File: src/rtl/bip_pkg.sv
// Shared BIP control definitions: widths, opcodes, mux select encodings,
// sequencer states and the decoded control word.
package bip_pkg;

  localparam int DATA_LENGTH   = 16;
  localparam int OPCODE_LENGTH = 5;
  localparam int ADDR_LENGTH   = DATA_LENGTH - OPCODE_LENGTH;

  localparam logic [OPCODE_LENGTH-1:0] OP_HLT  = 5'b00000;
  localparam logic [OPCODE_LENGTH-1:0] OP_STO  = 5'b00001;
  localparam logic [OPCODE_LENGTH-1:0] OP_LD   = 5'b00010;
  localparam logic [OPCODE_LENGTH-1:0] OP_LDI  = 5'b00011;
  localparam logic [OPCODE_LENGTH-1:0] OP_ADD  = 5'b00100;
  localparam logic [OPCODE_LENGTH-1:0] OP_ADDI = 5'b00101;
  localparam logic [OPCODE_LENGTH-1:0] OP_SUB  = 5'b00110;
  localparam logic [OPCODE_LENGTH-1:0] OP_SUBI = 5'b00111;

  typedef enum logic [1:0] {
    SELA_MEM = 2'b00,
    SELA_SIG = 2'b01,
    SELA_ALU = 2'b10
  } sel_a_t;

  typedef enum logic {
    MEMORY = 1'b0,
    SIGNAL = 1'b1
  } sel_b_t;

  typedef enum logic [1:0] {
    ST_IDLE  = 2'b00,
    ST_FETCH = 2'b01,
    ST_EXEC  = 2'b10,
    ST_HALT  = 2'b11
  } state_t;

  typedef struct packed {
    sel_a_t sel_a;
    sel_b_t sel_b;
    logic   op;
    logic   wr_acc;
    logic   rd_ram;
    logic   wr_ram;
    logic   is_hlt;
    logic   is_illegal;
  } ctrl_t;

endpackage

File: src/rtl/bip_control_unit_if.sv
// Program-memory and datapath-control bundle between the BIP sequencer
// (master) and the memories/datapath it drives (slave).
interface bip_control_unit_if;
  import bip_pkg::*;

  logic                   start;
  logic [DATA_LENGTH-1:0] instr;
  logic [ADDR_LENGTH-1:0] prog_addr;
  logic [ADDR_LENGTH-1:0] data_addr;
  logic [DATA_LENGTH-1:0] signal_ext;
  logic [1:0]             sel_a;
  logic                   sel_b;
  logic                   op;
  logic                   wr_acc;
  logic                   rd_ram;
  logic                   wr_ram;
  logic                   halted;
  logic                   illegal;

  modport master (
    input  start, instr,
    output prog_addr, data_addr, signal_ext, sel_a, sel_b, op,
           wr_acc, rd_ram, wr_ram, halted, illegal
  );

  modport slave (
    output start, instr,
    input  prog_addr, data_addr, signal_ext, sel_a, sel_b, op,
           wr_acc, rd_ram, wr_ram, halted, illegal
  );

endinterface

File: src/rtl/bip_decoder.sv
// Combinational opcode -> control word decode for the BIP datapath.
// Unknown opcodes produce no enables and flag is_illegal.
module bip_decoder
  import bip_pkg::*;
(
  input  logic [OPCODE_LENGTH-1:0] i_opcode,
  output ctrl_t                    o_ctrl
);

  always_comb begin
    o_ctrl = '0;
    case (i_opcode)
      OP_HLT:  o_ctrl.is_hlt = 1'b1;
      OP_STO:  o_ctrl.wr_ram = 1'b1;
      OP_LD: begin
        o_ctrl.sel_a  = SELA_MEM;
        o_ctrl.rd_ram = 1'b1;
        o_ctrl.wr_acc = 1'b1;
      end
      OP_LDI: begin
        o_ctrl.sel_a  = SELA_SIG;
        o_ctrl.wr_acc = 1'b1;
      end
      OP_ADD, OP_SUB: begin
        o_ctrl.sel_a  = SELA_ALU;
        o_ctrl.sel_b  = MEMORY;
        o_ctrl.op     = (i_opcode == OP_SUB);
        o_ctrl.rd_ram = 1'b1;
        o_ctrl.wr_acc = 1'b1;
      end
      OP_ADDI, OP_SUBI: begin
        o_ctrl.sel_a  = SELA_ALU;
        o_ctrl.sel_b  = SIGNAL;
        o_ctrl.op     = (i_opcode == OP_SUBI);
        o_ctrl.wr_acc = 1'b1;
      end
      default: o_ctrl.is_illegal = 1'b1;
    endcase
  end

endmodule

File: src/rtl/bip_control_unit.sv
// BIP sequencer: FETCH/EXEC loop over synchronous program memory, gating decoded
// controls to EXEC. Define BIP_CTRL_ILLEGAL_EN to halt on illegal opcodes.
module bip_control_unit
  import bip_pkg::*;
(
  input  logic           clk,
  input  logic           rst_n,
  bip_control_unit_if.master bus
);

`ifdef BIP_CTRL_ILLEGAL_EN
  localparam bit ILLEGAL_HALT = 1'b1;
`else
  localparam bit ILLEGAL_HALT = 1'b0;
`endif

  state_t                 r_state;
  logic [ADDR_LENGTH-1:0] r_pc;
  logic                   r_illegal;
  ctrl_t                  w_ctrl;
  logic                   w_exec;
  logic                   w_stop;

  bip_decoder u_decoder (
    .i_opcode (bus.instr[DATA_LENGTH-1:ADDR_LENGTH]),
    .o_ctrl   (w_ctrl)
  );

  assign w_exec = (r_state == ST_EXEC);
  assign w_stop = w_ctrl.is_hlt || (ILLEGAL_HALT && w_ctrl.is_illegal);

  always_ff @(posedge clk or negedge rst_n) begin
    if (!rst_n) begin
      r_state   <= ST_IDLE;
      r_pc      <= '0;
      r_illegal <= 1'b0;
    end else begin
      case (r_state)
        ST_IDLE: begin
          r_pc <= '0;
          if (bus.start) r_state <= ST_FETCH;
        end
        ST_FETCH: r_state <= ST_EXEC;
        ST_EXEC: begin
          if (w_stop) begin
            r_state <= ST_HALT;
            if (ILLEGAL_HALT && w_ctrl.is_illegal) r_illegal <= 1'b1;
          end else begin
            r_pc    <= r_pc + 1'b1;
            r_state <= ST_FETCH;
          end
        end
        default: r_state <= ST_HALT;
      endcase
    end
  end

  // Controls are live only in EXEC; an async reset drops them before any commit edge.
  assign bus.prog_addr  = r_pc;
  assign bus.data_addr  = w_exec ? bus.instr[ADDR_LENGTH-1:0] : '0;
  assign bus.signal_ext = w_exec ? {{(DATA_LENGTH-ADDR_LENGTH){bus.instr[ADDR_LENGTH-1]}},
                                    bus.instr[ADDR_LENGTH-1:0]} : '0;
  assign bus.sel_a      = w_exec ? w_ctrl.sel_a : SELA_MEM;
  assign bus.sel_b      = w_exec ? w_ctrl.sel_b : MEMORY;
  assign bus.op         = w_exec & w_ctrl.op;
  assign bus.wr_acc     = w_exec & w_ctrl.wr_acc;
  assign bus.rd_ram     = w_exec & w_ctrl.rd_ram;
  assign bus.wr_ram     = w_exec & w_ctrl.wr_ram;
  assign bus.halted     = (r_state == ST_HALT);
  assign bus.illegal    = r_illegal;

endmodule

File: src/flat_wrapper.sv
// flat-port wrapper written by rule: the top's interface ports become plain ports
module bip_control_unit_flat import bip_pkg::*;
  (clk, rst_n, bus_start, bus_instr, bus_prog_addr, bus_data_addr, bus_signal_ext, bus_sel_a, bus_sel_b, bus_op, bus_wr_acc, bus_rd_ram, bus_wr_ram, bus_halted, bus_illegal);
  bip_control_unit_if bus_i ();
  input  logic clk;
  input  logic rst_n;
  input wire logic [$bits(bus_i.start)-1:0] bus_start;
  input wire logic [$bits(bus_i.instr)-1:0] bus_instr;
  output wire logic [$bits(bus_i.prog_addr)-1:0] bus_prog_addr;
  output wire logic [$bits(bus_i.data_addr)-1:0] bus_data_addr;
  output wire logic [$bits(bus_i.signal_ext)-1:0] bus_signal_ext;
  output wire logic [$bits(bus_i.sel_a)-1:0] bus_sel_a;
  output wire logic [$bits(bus_i.sel_b)-1:0] bus_sel_b;
  output wire logic [$bits(bus_i.op)-1:0] bus_op;
  output wire logic [$bits(bus_i.wr_acc)-1:0] bus_wr_acc;
  output wire logic [$bits(bus_i.rd_ram)-1:0] bus_rd_ram;
  output wire logic [$bits(bus_i.wr_ram)-1:0] bus_wr_ram;
  output wire logic [$bits(bus_i.halted)-1:0] bus_halted;
  output wire logic [$bits(bus_i.illegal)-1:0] bus_illegal;
  assign bus_i.start = bus_start;
  assign bus_i.instr = bus_instr;
  assign bus_prog_addr = bus_i.prog_addr;
  assign bus_data_addr = bus_i.data_addr;
  assign bus_signal_ext = bus_i.signal_ext;
  assign bus_sel_a = bus_i.sel_a;
  assign bus_sel_b = bus_i.sel_b;
  assign bus_op = bus_i.op;
  assign bus_wr_acc = bus_i.wr_acc;
  assign bus_rd_ram = bus_i.rd_ram;
  assign bus_wr_ram = bus_i.wr_ram;
  assign bus_halted = bus_i.halted;
  assign bus_illegal = bus_i.illegal;
  bip_control_unit u_core (.clk(clk), .rst_n(rst_n), .bus(bus_i));
endmodule
File: config.mk
export PLATFORM = sky130hd
export DESIGN_NAME = bip_control_unit_flat
export DESIGN_NICKNAME = d
export VERILOG_FILES = /design/src/rtl/bip_pkg.sv /design/src/rtl/bip_control_unit_if.sv /design/src/rtl/bip_decoder.sv /design/src/rtl/bip_control_unit.sv /design/src/flat_wrapper.sv
export SDC_FILE = /design/constraint.sdc
export NUM_CORES = 1
export LEC_CHECK = 0
export ABC_AREA = 1
export BUFFER_PORTS_ARGS = -buffer_cell sky130_fd_sc_hd__buf_2
export CORE_ASPECT_RATIO = 1.2
export CORE_MARGIN = 4
export CORE_UTILIZATION = 47
export CTS_CLUSTER_DIAMETER = 30
export DETAILED_ROUTE_END_ITERATION = 16
export HOLD_SLACK_MARGIN = 0.02
export PLACE_DENSITY = 0.81
export SYNTH_ARGS = -nofsm -noshare
export SYNTH_HDL_FRONTEND = slang
export SYNTH_HIERARCHICAL = 1
export SYNTH_SLANG_ARGS = --single-unit
File: constraint.sdc
create_clock -name clk -period 2.6 [get_ports clk]
set_input_delay 0.13 -clock clk [delete_from_list [all_inputs] [get_ports clk]]
set_output_delay 0.13 -clock clk [all_outputs]
set_load 0.05 [all_outputs]
==> Word-level counts from Yosys, hierarchy flattened <==
Cells that the tools add are included.
{ "op_classes": {"add_sub_neg": 1, "n_eq_ne": 12, "muxes": 15, "bitwise": 4, "reduce_logical": 9} }
{ "ops": {"columns": ["op", "count"], "rows": [
  ["2-to-1 mux 11 bit", 2],
  ["case mux 11 bit (2 select lines)", 1],
  ["equality test 5 x 3 -> 1 bit, second input constant", 4],
  ["2-to-1 mux 16 bit", 1],
  ["adder 11 x 1 -> 11 bit, second input constant", 1],
  ["equality test 5 x 2 -> 1 bit, second input constant", 2],
  ["case mux 2 bit (2 select lines)", 2],
  ["2-to-1 mux 2 bit", 3],
  ["case mux 2 bit (3 select lines)", 1],
  ["OR reduction 6 bit", 1],
  ["equality test 5 x 1 -> 1 bit, second input constant", 1],
  ["logical NOT 5 bit", 1],
  ["2-to-1 mux 1 bit", 5],
  ["AND 1 bit", 4],
  ["equality test 2 bit, second input constant", 2],
  ["!= test 2 bit, second input constant", 2],
  ["OR reduction 2 bit", 2],
  ["OR reduction 4 bit", 1],
  ["OR reduction 3 bit", 1],
  ["equality test 2 x 1 -> 1 bit, second input constant", 1],
  ["logical NOT 2 bit", 1],
  ["AND reduction 2 bit", 1],
  ["nonzero test 2 bit", 1]
]} }
{ "totals": {"reg_bits": 13, "in_bits": 19, "output_inout_bits": 47} }

==> Depth between registers and ports, before layout <==
Gate-level depths: netlist of the first run.
{ "logic_depth": {"word_depth": 4, "depth_mapped": 10, "depth_no_buf": 10} }

==> Cells and area by module <==
Netlist of the first run, hierarchy kept.
{ "by_module_without_submodules": {"columns": ["module", "instances", "cells_each", "area_each_um2", "seq_area_each_um2"], "rows": [
  ["bip_control_unit", 1, 152, 1022.2, 325.3],
  ["bip_decoder", 1, 26, 106.4, 0.0]
]} }

==> Worst setup path before layout of the first run <==
Ideal clock, no wire load.
{ "synth_path": {"kind": "reg-to-output", "start": "register u_core.r_state[0]", "end": "output port bus_signal_ext[10]", "arrival_time_ns": 1.838, "required_ns": 2.470, "path_slack_ns": 0.632, "path_stages_with_launch": 5, "path_buffers": 1, "path_cell_list": "dfrtp_1 -> nor2_4 -> inv_2 -> nor2_1 -> buf_4"} }
{ "synth_between": {"elab_chain_cells": 2} }
{ "synth_rtl": {"columns": ["item", "line", "text"], "rows": [
  ["start, declared", "bip_control_unit.sv:17", "state_t r_state;"],
  ["start signal, assigned", "bip_control_unit.sv:34", "r_state <= ST_IDLE;"],
  ["start signal, assigned", "bip_control_unit.sv:41", "if (bus.start) r_state <= ST_FETCH;"],
  ["start signal, assigned", "bip_control_unit.sv:43", "ST_FETCH: r_state <= ST_EXEC;"],
  ["equality test 2 bit", "bip_control_unit.sv:29", "assign w_exec = (r_state == ST_EXEC);"],
  ["2-to-1 mux 16 bit", "bip_control_unit.sv:61", "assign bus.signal_ext = w_exec ? {{(DATA_LENGTH-ADDR_LENGTH){bus.instr[ADDR_LENGTH-1]}},"],
  ["end, declared", "flat_wrapper.sv:11", "output wire logic [$bits(bus_i.signal_ext)-1:0] bus_signal_ext;"]
]} }
No other way between the ends.

==> Worst setup path after layout of the first run <==
{ "layout_path": {"start": "register u_core.r_state[1]", "end": "output port bus_signal_ext[10]"} }
The elaborated chain is that of the path after synthesis.

==> results of run 1 <==
-- cell families after synthesis --
kind of cell	share of synthesized area
simple gates	0.417
buf+inv	0.251
other cells	0.00332
compound gates	0.0222
fa+ha+maj	0.0111
xor+xnor	0.00776
flops	0.288
-- metrics by stage --
stage	power, mW	util
floorplan	0.224	-
global placement	0.243	0.594
detailed placement	0.244	0.594
CTS	0.369	0.610
global route	0.383	0.610
finish	0.361	0.610
-- timing repair --
item / in CTS / in global routing
hold buffers: 1 / 0
gates resized for setup: 0 / 0
hold endpoints to repair: 13 / 0
-- state kept, by name, indices dropped and copies added (netlist names) --
name	cells
u_core/r_state	2
u_core/bus.prog_addr	11
-- layout by cell type (no fill, tap or decap), drive strengths merged --
master / instances
conb: 1
clkbuf: 4
buf: 64
nand4: 3
a21oi: 3
nor2: 47
dlygate4sd3: 1
xnor2: 1
dfrtp: 13
ha: 1
nand3: 12
nand2: 35
nor3: 1
inv: 40
nor3b: 1
o21ai: 2
-- worst max-delay path by stage --
stage / endpoint / from / cells past startpoint
floorplan: bus_signal_ext[10] / u_core/r_state[0] / 4
detailed placement: bus_signal_ext[12] / u_core/r_state[0] / 4
CTS: bus_signal_ext[12] / u_core/r_state[0] / 4
global route: bus_signal_ext[15] / u_core/r_state[0] / 4
global placement: bus_data_addr[10] / u_core/r_state[0] / 4
finish: bus_signal_ext[10] / u_core/r_state[1] / 5
-- worst max-delay path, stage by stage (launching register included) --
cell and delay [ps]:
sky130_fd_sc_hd__dfrtp_1 420, sky130_fd_sc_hd__inv_2 70, sky130_fd_sc_hd__nor2_4 130, sky130_fd_sc_hd__inv_2 140
sky130_fd_sc_hd__nor2_1 290, sky130_fd_sc_hd__buf_2 330
-- power breakdown --
| part | switching, mW | internal (mW) | total, mW |
|---|---|---|---|
| Combinational | 0.0229 | 0.0157 | 0.0386 |
| Clock | 0.0607 | 0.0594 | 0.120 |
| Sequential | 0 | 0.202 | 0.202 |
-- final cells by class --
cell class	instances	area share
Multi-Input combinational cell	107	0.374
Timing Repair Buffer	65	0.237
Inverter	40	0.108
Sequential cell	13	0.234
Clock buffer	4	0.0189
Tap cell	31	0.0279
-- metal layers --
layer,GRT usage,routed length [um]
met4,0.0547,10
met1,0.165,985
met2,0.285,1200
met3,0.0387,357
met5,0,0
==> metrics.json, run 1 <==
{
  "die": {
    "die-width_um": 52.7,
    "io-pin-count": 66,
    "effective_utilization_at_floorplan": 0.495,
    "rows": 19,
    "die_area_mm2": 0.00325,
    "die-height_um": 61.7,
    "fp.coreArea_mm2": 0.00228
  },
  "worst_setup_path": {
    "worst_ep_required_ps": 2470,
    "worst_r2r_path_depth": 6,
    "critical_path.reg2reg.startpoint": "u_core/bus.prog_addr[1]",
    "regToRegEndpoint": "u_core/bus.prog_addr[10]",
    "path_type_of_the_worst_setup_path": "reg2out",
    "r2r_setup_slack_ps": 1340,
    "crit_path_end_kind": "primary output",
    "critPathArrivalTime_ps": 1660,
    "cp-start-kind": "register",
    "crit_path_max_fanout": 18
  },
  "cells_and_area": {
    "multi_input_area_um2": 520,
    "area_growth_syn_to_layout_pct": 23.3,
    "drive_above_1_share": 0.367,
    "seq_area_um2": 325,
    "antenna-diode-count": 0,
    "post_layout_nonfiller_instances": 260,
    "finish.instance_area_mm2": 0.00139,
    "nets": 250,
    "fill_cells": 234
  },
  "clock_network": {
    "htree_levels": 1,
    "buffer_levels_on_the_longest_clock_path": 2,
    "cts_inserted_buffers": 3,
    "clock_tree_from_tritoncts": "done",
    "number_of_clock_sinks": 13,
    "cts_post_setup_buffers_inserted": 0,
    "clock_tree.root_cell": "sky130_fd_sc_hd__clkbuf_4",
    "clkTransAtPathRegs_ps": 80,
    "clk_latency_ps": 270
  },
  "yosys": {
    "post_synth_instance_area_mm2": 0.00113,
    "synth_fp_nets": 198,
    "number_of_instances_in_the_synthesized_netlist": 178,
    "yosys.area.top_type_share": 0.288,
    "synth_cell_type_count": 21,
    "synth_area_per_cell_um2": 6.34,
    "fraction_of_the_yosys_area_taken_by_sequential_cells": 0.288,
    "post_synth_main_area_contributors": "sky130_fd_sc_hd__dfrtp_1, sky130_fd_sc_hd__nor2_1, sky130_fd_sc_hd__inv_1",
    "share_of_flip_flops_with_an_asynchronous_set_or_reset_after_synthesis": 1.00,
    "post_synth_edffs": 0,
    "postSynthRegisterBits": 13,
    "yosys_warnings": 8,
    "post-synth-top-area-cell": "sky130_fd_sc_hd__dfrtp_1",
    "postSynth.topFlopCell": "sky130_fd_sc_hd__dfrtp_1",
    "synth_most_common_cell": "sky130_fd_sc_hd__nor2_1",
    "netlist_top_cells_count": "sky130_fd_sc_hd__nor2_1, sky130_fd_sc_hd__inv_1, sky130_fd_sc_hd__nand2_1"
  },
  "route": {
    "ant_nets": 0,
    "drt-vias-per-instance": 4.43,
    "routed_wire_length_per_instance_um": 9.84,
    "drt-total-wl_mm": 2.56,
    "drt_first_pass_iters": 4,
    "drt-initial-drc-count": 39,
    "detailroute.via_count": 1151,
    "remaining_drc_errors": 0
  },
  "placed_design": {
    "dpl-instance-area_mm2": 0.00136,
    "post-place-ws_ps": 1100,
    "placedCellCount": 255,
    "portbufs": 64,
    "place.detailed.hpwl_mm": 2.12,
    "place_congestion": 0.813
  },
  "global_route": {
    "global_route.overflow_total": 0,
    "antenna_violations_before_repair": 0,
    "grt_util_all_layers": 0.153,
    "grt_pass1_wl_mm": 3.72,
    "grt_pass1_vias": 939,
    "largest_net_degree_at_the_start_of_global_routing": 19
  },
  "sta": {
    "finalSetupTns_ps": 0,
    "fin_worst_hold_slack_ps": 62.4,
    "timing.final.ws_setup_ps": 813,
    "post-route-period-util": 0.687,
    "setup_repair_after_global_routing_missed_its_margin": "false",
    "slew_viol_final": 0,
    "timing.fmax_mhz": 560,
    "report.final.hold_viol_count": 0,
    "setup_violations": 0,
    "finalClockSkew_ps": 2.43,
    "finalCriticalPeriod_ps": 1790
  },
  "status": {
    "run_status": "finished, final reports clean"
  },
  "power": {
    "vdd_drop_max_v": 0.000278,
    "power.density_cell_area_mw_per_mm2": 259,
    "cellLeakagePower_nw": 0.871
  },
  "min_path": {
    "min_delay_worst_endpoint": "u_core/r_state[0]",
    "worstHoldPathCells": 3,
    "hold_path_class": "in2reg",
    "min_from": "bus_start"
  },
  "job": {
    "maxCapViolations": 0
  }
}
Power figures use the tool's default switching activity.
==> inputs of run 2 (changes only) <==
--- a/config.mk
+++ b/config.mk
@@ -9,11 +9,11 @@
 export BUFFER_PORTS_ARGS = -buffer_cell sky130_fd_sc_hd__buf_2
 export CORE_ASPECT_RATIO = 1.2
 export CORE_MARGIN = 4
-export CORE_UTILIZATION = 47
+export CORE_UTILIZATION = 43
 export CTS_CLUSTER_DIAMETER = 30
 export DETAILED_ROUTE_END_ITERATION = 16
 export HOLD_SLACK_MARGIN = 0.02
-export PLACE_DENSITY = 0.81
+export PLACE_DENSITY = 0.75
 export SYNTH_ARGS = -nofsm -noshare
 export SYNTH_HDL_FRONTEND = slang
 export SYNTH_HIERARCHICAL = 1
==> constraint.sdc (replaced) <==
create_clock -name clk -period 1.65 [get_ports clk]
set_input_delay 0.0825 -clock clk [delete_from_list [all_inputs] [get_ports clk]]
set_output_delay 0.0825 -clock clk [all_outputs]
set_load 0.05 [all_outputs]
==> run 2 against run 1 <==
Net effect: highest routed layer unchanged; combinational power rose by 60%; largest power group unchanged; global-route usage fell by 0.29 points; setup slack got worse by 700 ps; register-to-register slack got worse by 940 ps; non-clock buffer count increased by 1.
==> metrics.json, run 2 (synthesis gave the netlist of run 1 again) <==
{
  "route": {
    "drt-total-wl": {"value": 2.66, "unit": "mm", "change": "was 2.56 mm"},
    "routed_wire_length_per_instance": {"value": 10.1, "unit": "um", "change": "was 9.84 um"},
    "remaining_drc_errors": {"value": 0, "change": "unchanged"},
    "drt-vias-per-instance": {"value": 4.52, "change": "was 4.43"},
    "drt-initial-drc-count": {"value": 29, "change": "was 39"},
    "ant_nets": {"value": 0, "change": "unchanged"},
    "detailroute.via_count": {"value": 1189, "change": "was 1151"},
    "drt_first_pass_iters": {"value": 4, "change": "unchanged"}
  },
  "placed_design": {
    "place_congestion": {"value": 0.824, "change": "was 0.813"},
    "portbufs": {"value": 64, "change": "unchanged"},
    "dpl-instance-area": {"value": 0.00137, "unit": "mm^2", "change": "was 0.00136 mm^2"},
    "place.detailed.hpwl": {"value": 2.20, "unit": "mm", "change": "was 2.12 mm"}
  },
  "die": {
    "effective_utilization_at_floorplan": {"value": 0.447, "change": "was 0.495"},
    "io-pin-count": {"value": 66, "change": "unchanged"},
    "fp.coreArea": {"value": 0.00253, "unit": "mm^2", "change": "was 0.00228 mm^2"},
    "die-height": {"value": 64.1, "unit": "um", "change": "was 61.7 um"},
    "die-width": {"value": 54.8, "unit": "um", "change": "was 52.7 um"},
    "die_area": {"value": 0.00351, "unit": "mm^2", "change": "was 0.00325 mm^2"},
    "rows": {"value": 20, "change": "was 19"}
  },
  "global_route": {
    "grt_pass1_vias": {"value": 979, "change": "was 939"},
    "grt_pass1_wl": {"value": 3.95, "unit": "mm", "change": "was 3.72 mm"},
    "grt_util_all_layers": {"value": 0.150, "change": "was 0.153"},
    "global_route.overflow_total": {"value": 0, "change": "unchanged"},
    "antenna_violations_before_repair": {"value": 0, "change": "unchanged"},
    "largest_net_degree_at_the_start_of_global_routing": {"value": 19, "change": "unchanged"}
  },
  "sta": {
    "finalClockSkew": {"value": 3.47, "unit": "ps", "change": "was 2.43 ps"},
    "setup_violations": {"value": 0, "change": "unchanged"},
    "timing.fmax_mhz": 651,
    "post-route-period-util": 0.930,
    "slew_viol_final": {"value": 0, "change": "unchanged"},
    "finalCriticalPeriod_ps": 1540,
    "report.final.hold_viol_count": {"value": 0, "change": "unchanged"}
  },
  "worst_setup_path": {
    "cp-start-kind": {"value": "register", "change": "unchanged"},
    "worst_r2r_path_depth": {"value": 6, "change": "unchanged"},
    "path_type_of_the_worst_setup_path": {"value": "reg2out", "change": "unchanged"},
    "crit_path_max_fanout": {"value": 18, "change": "unchanged"},
    "r2r_setup_slack": {"value": 400, "unit": "ps", "change": "was 1340 ps"},
    "crit_path_end_kind": {"value": "primary output", "change": "unchanged"},
    "critPathArrivalTime": {"value": 1450, "unit": "ps", "change": "was 1660 ps"},
    "worst_ep_required": {"value": 1570, "unit": "ps", "change": "was 2470 ps"}
  },
  "job": {
    "maxCapViolations": {"value": 0, "change": "unchanged"}
  },
  "clock_network": {
    "clk_latency": {"value": 280, "unit": "ps", "change": "was 270 ps"},
    "buffer_levels_on_the_longest_clock_path": {"value": 2, "change": "unchanged"},
    "cts_post_setup_buffers_inserted": {"value": 0, "change": "unchanged"},
    "htree_levels": {"value": 1, "change": "unchanged"},
    "clock_tree_from_tritoncts": {"value": "done", "change": "unchanged"},
    "number_of_clock_sinks": {"value": 13, "change": "unchanged"},
    "clock_tree.root_cell": {"value": "sky130_fd_sc_hd__clkbuf_4", "change": "unchanged"},
    "clkTransAtPathRegs": {"value": 80, "unit": "ps", "change": "about the same"},
    "cts_inserted_buffers": {"value": 3, "change": "unchanged"}
  },
  "cells_and_area": {
    "area_growth_syn_to_layout": {"value": 30.4, "unit": "%", "change": "was 23.3%"},
    "layout.cells.most_common": {"value": "sky130_fd_sc_hd__buf_2", "change": "unchanged"},
    "nets": {"value": 251, "change": "was 250"},
    "drive_above_1_share": {"value": 0.378, "change": "was 0.367"},
    "final_cell_mix": {"value": "sky130_fd_sc_hd__buf_2, sky130_fd_sc_hd__nor2_1, sky130_fd_sc_hd__inv_1", "change": "unchanged"},
    "fill_cells": {"value": 259, "change": "was 234"},
    "finish.instance_area": {"value": 0.00147, "unit": "mm^2", "change": "was 0.00139 mm^2"},
    "antenna-diode-count": {"value": 0, "change": "unchanged"},
    "max_ffs_per_register": {"value": 11, "change": "unchanged"}
  },
  "power": {
    "total_power": {"value": 0.577, "unit": "mW", "change": "was 0.361 mW"},
    "power.density_cell_area": {"value": 392, "unit": "mW/mm^2", "change": "was 259 mW/mm^2"},
    "cellLeakagePower": {"value": 0.870, "unit": "nW", "change": "was 0.871 nW"},
    "vdd_drop_max": {"value": 0.000450, "unit": "V", "change": "was 0.000278 V"}
  },
  "min_path": {
    "hold_path_class": {"value": "in2reg", "change": "unchanged"},
    "worstHoldPathCells": {"value": 3, "change": "unchanged"}
  },
  "status": {
    "run_status": {"value": "finished, final reports clean", "change": "unchanged"}
  }
}
run 2: changes by cell type in the layout (fill, tap and decap cells not counted), sizes merged:
cell and delta:
clkbuf +6, buf -5
run 2: final timing paths:
check,end,from
worst max-delay path,bus_signal_ext[0],u_core/r_state[0]
worst min-delay path,u_core/r_state[0],bus_start
worst max register to register,u_core/bus.prog_addr[10],u_core/bus.prog_addr[1]
worst min register to register,u_core/bus.prog_addr[8],u_core/bus.prog_addr[8]
max in group asynchronous,u_core/bus.prog_addr[7],rst_n
min in group asynchronous,u_core/bus.prog_addr[0],rst_n
run 2: final cells by class:
| cell class | count | area, um^2 | share of cell area |
|---|---|---|---|
| multi-input cells | 107 | 531 | 0.361 |
| repair buffers | 66 | 395 | 0.269 |
| flip-flops and latches | 13 | 325 | 0.221 |
| inverters | 40 | 153 | 0.104 |
| well taps | 33 | 41.3 | 0.0281 |
| clock buffers | 4 | 26.3 | 0.0179 |
run 2: critical path, cell delays in order (launching register included):
cell and delay [ps]:
sky130_fd_sc_hd__dfrtp_1 440, sky130_fd_sc_hd__nor2_4 200, sky130_fd_sc_hd__inv_4 120, sky130_fd_sc_hd__nor2_1 180, sky130_fd_sc_hd__buf_4 230
run 2: metrics by stage:
stage / TNS (ps) / instances / hold slack (ps) / setup WS [ps] / util
CTS: -82.8 / 263 / 26.0 / -27.8 / 0.559
floorplan: -4130 / 178 / -213 / -270 / -
global placement: 0 / 258 / -16.7 / 246 / 0.540
global route: -26.1 / 263 / 53.3 / -15.7 / 0.582
detailed placement: 0 / 258 / -13.5 / 217 / 0.540
finish: 0 / 263 / 18.9 / 115 / 0.582
run 2: layer usage:
metal / track usage / up-vias / share of wire
met4: 0.0654 / 0 / 0.016
met1: 0.166 / 519 / 0.36
met5: 0 / - / 0
met3: 0.0163 / 5 / 0.15
met2: 0.271 / 56 / 0.47
li1: - / 609 / -
run 2: where the power goes:
part | internal [mW] | switching, mW | total (mW)
Clock | 0.0938 | 0.103 | 0.197
Sequential | 0.318 | 0 | 0.318
Combinational | 0.0249 | 0.0371 | 0.0619
run 2: what timing repair did:
item                                    in CTS  in global routing
endpoints found under the setup margin       7                 32
endpoints found under the hold margin       13                  0
hold buffers                                 1                  0
resized for setup                            5                 36
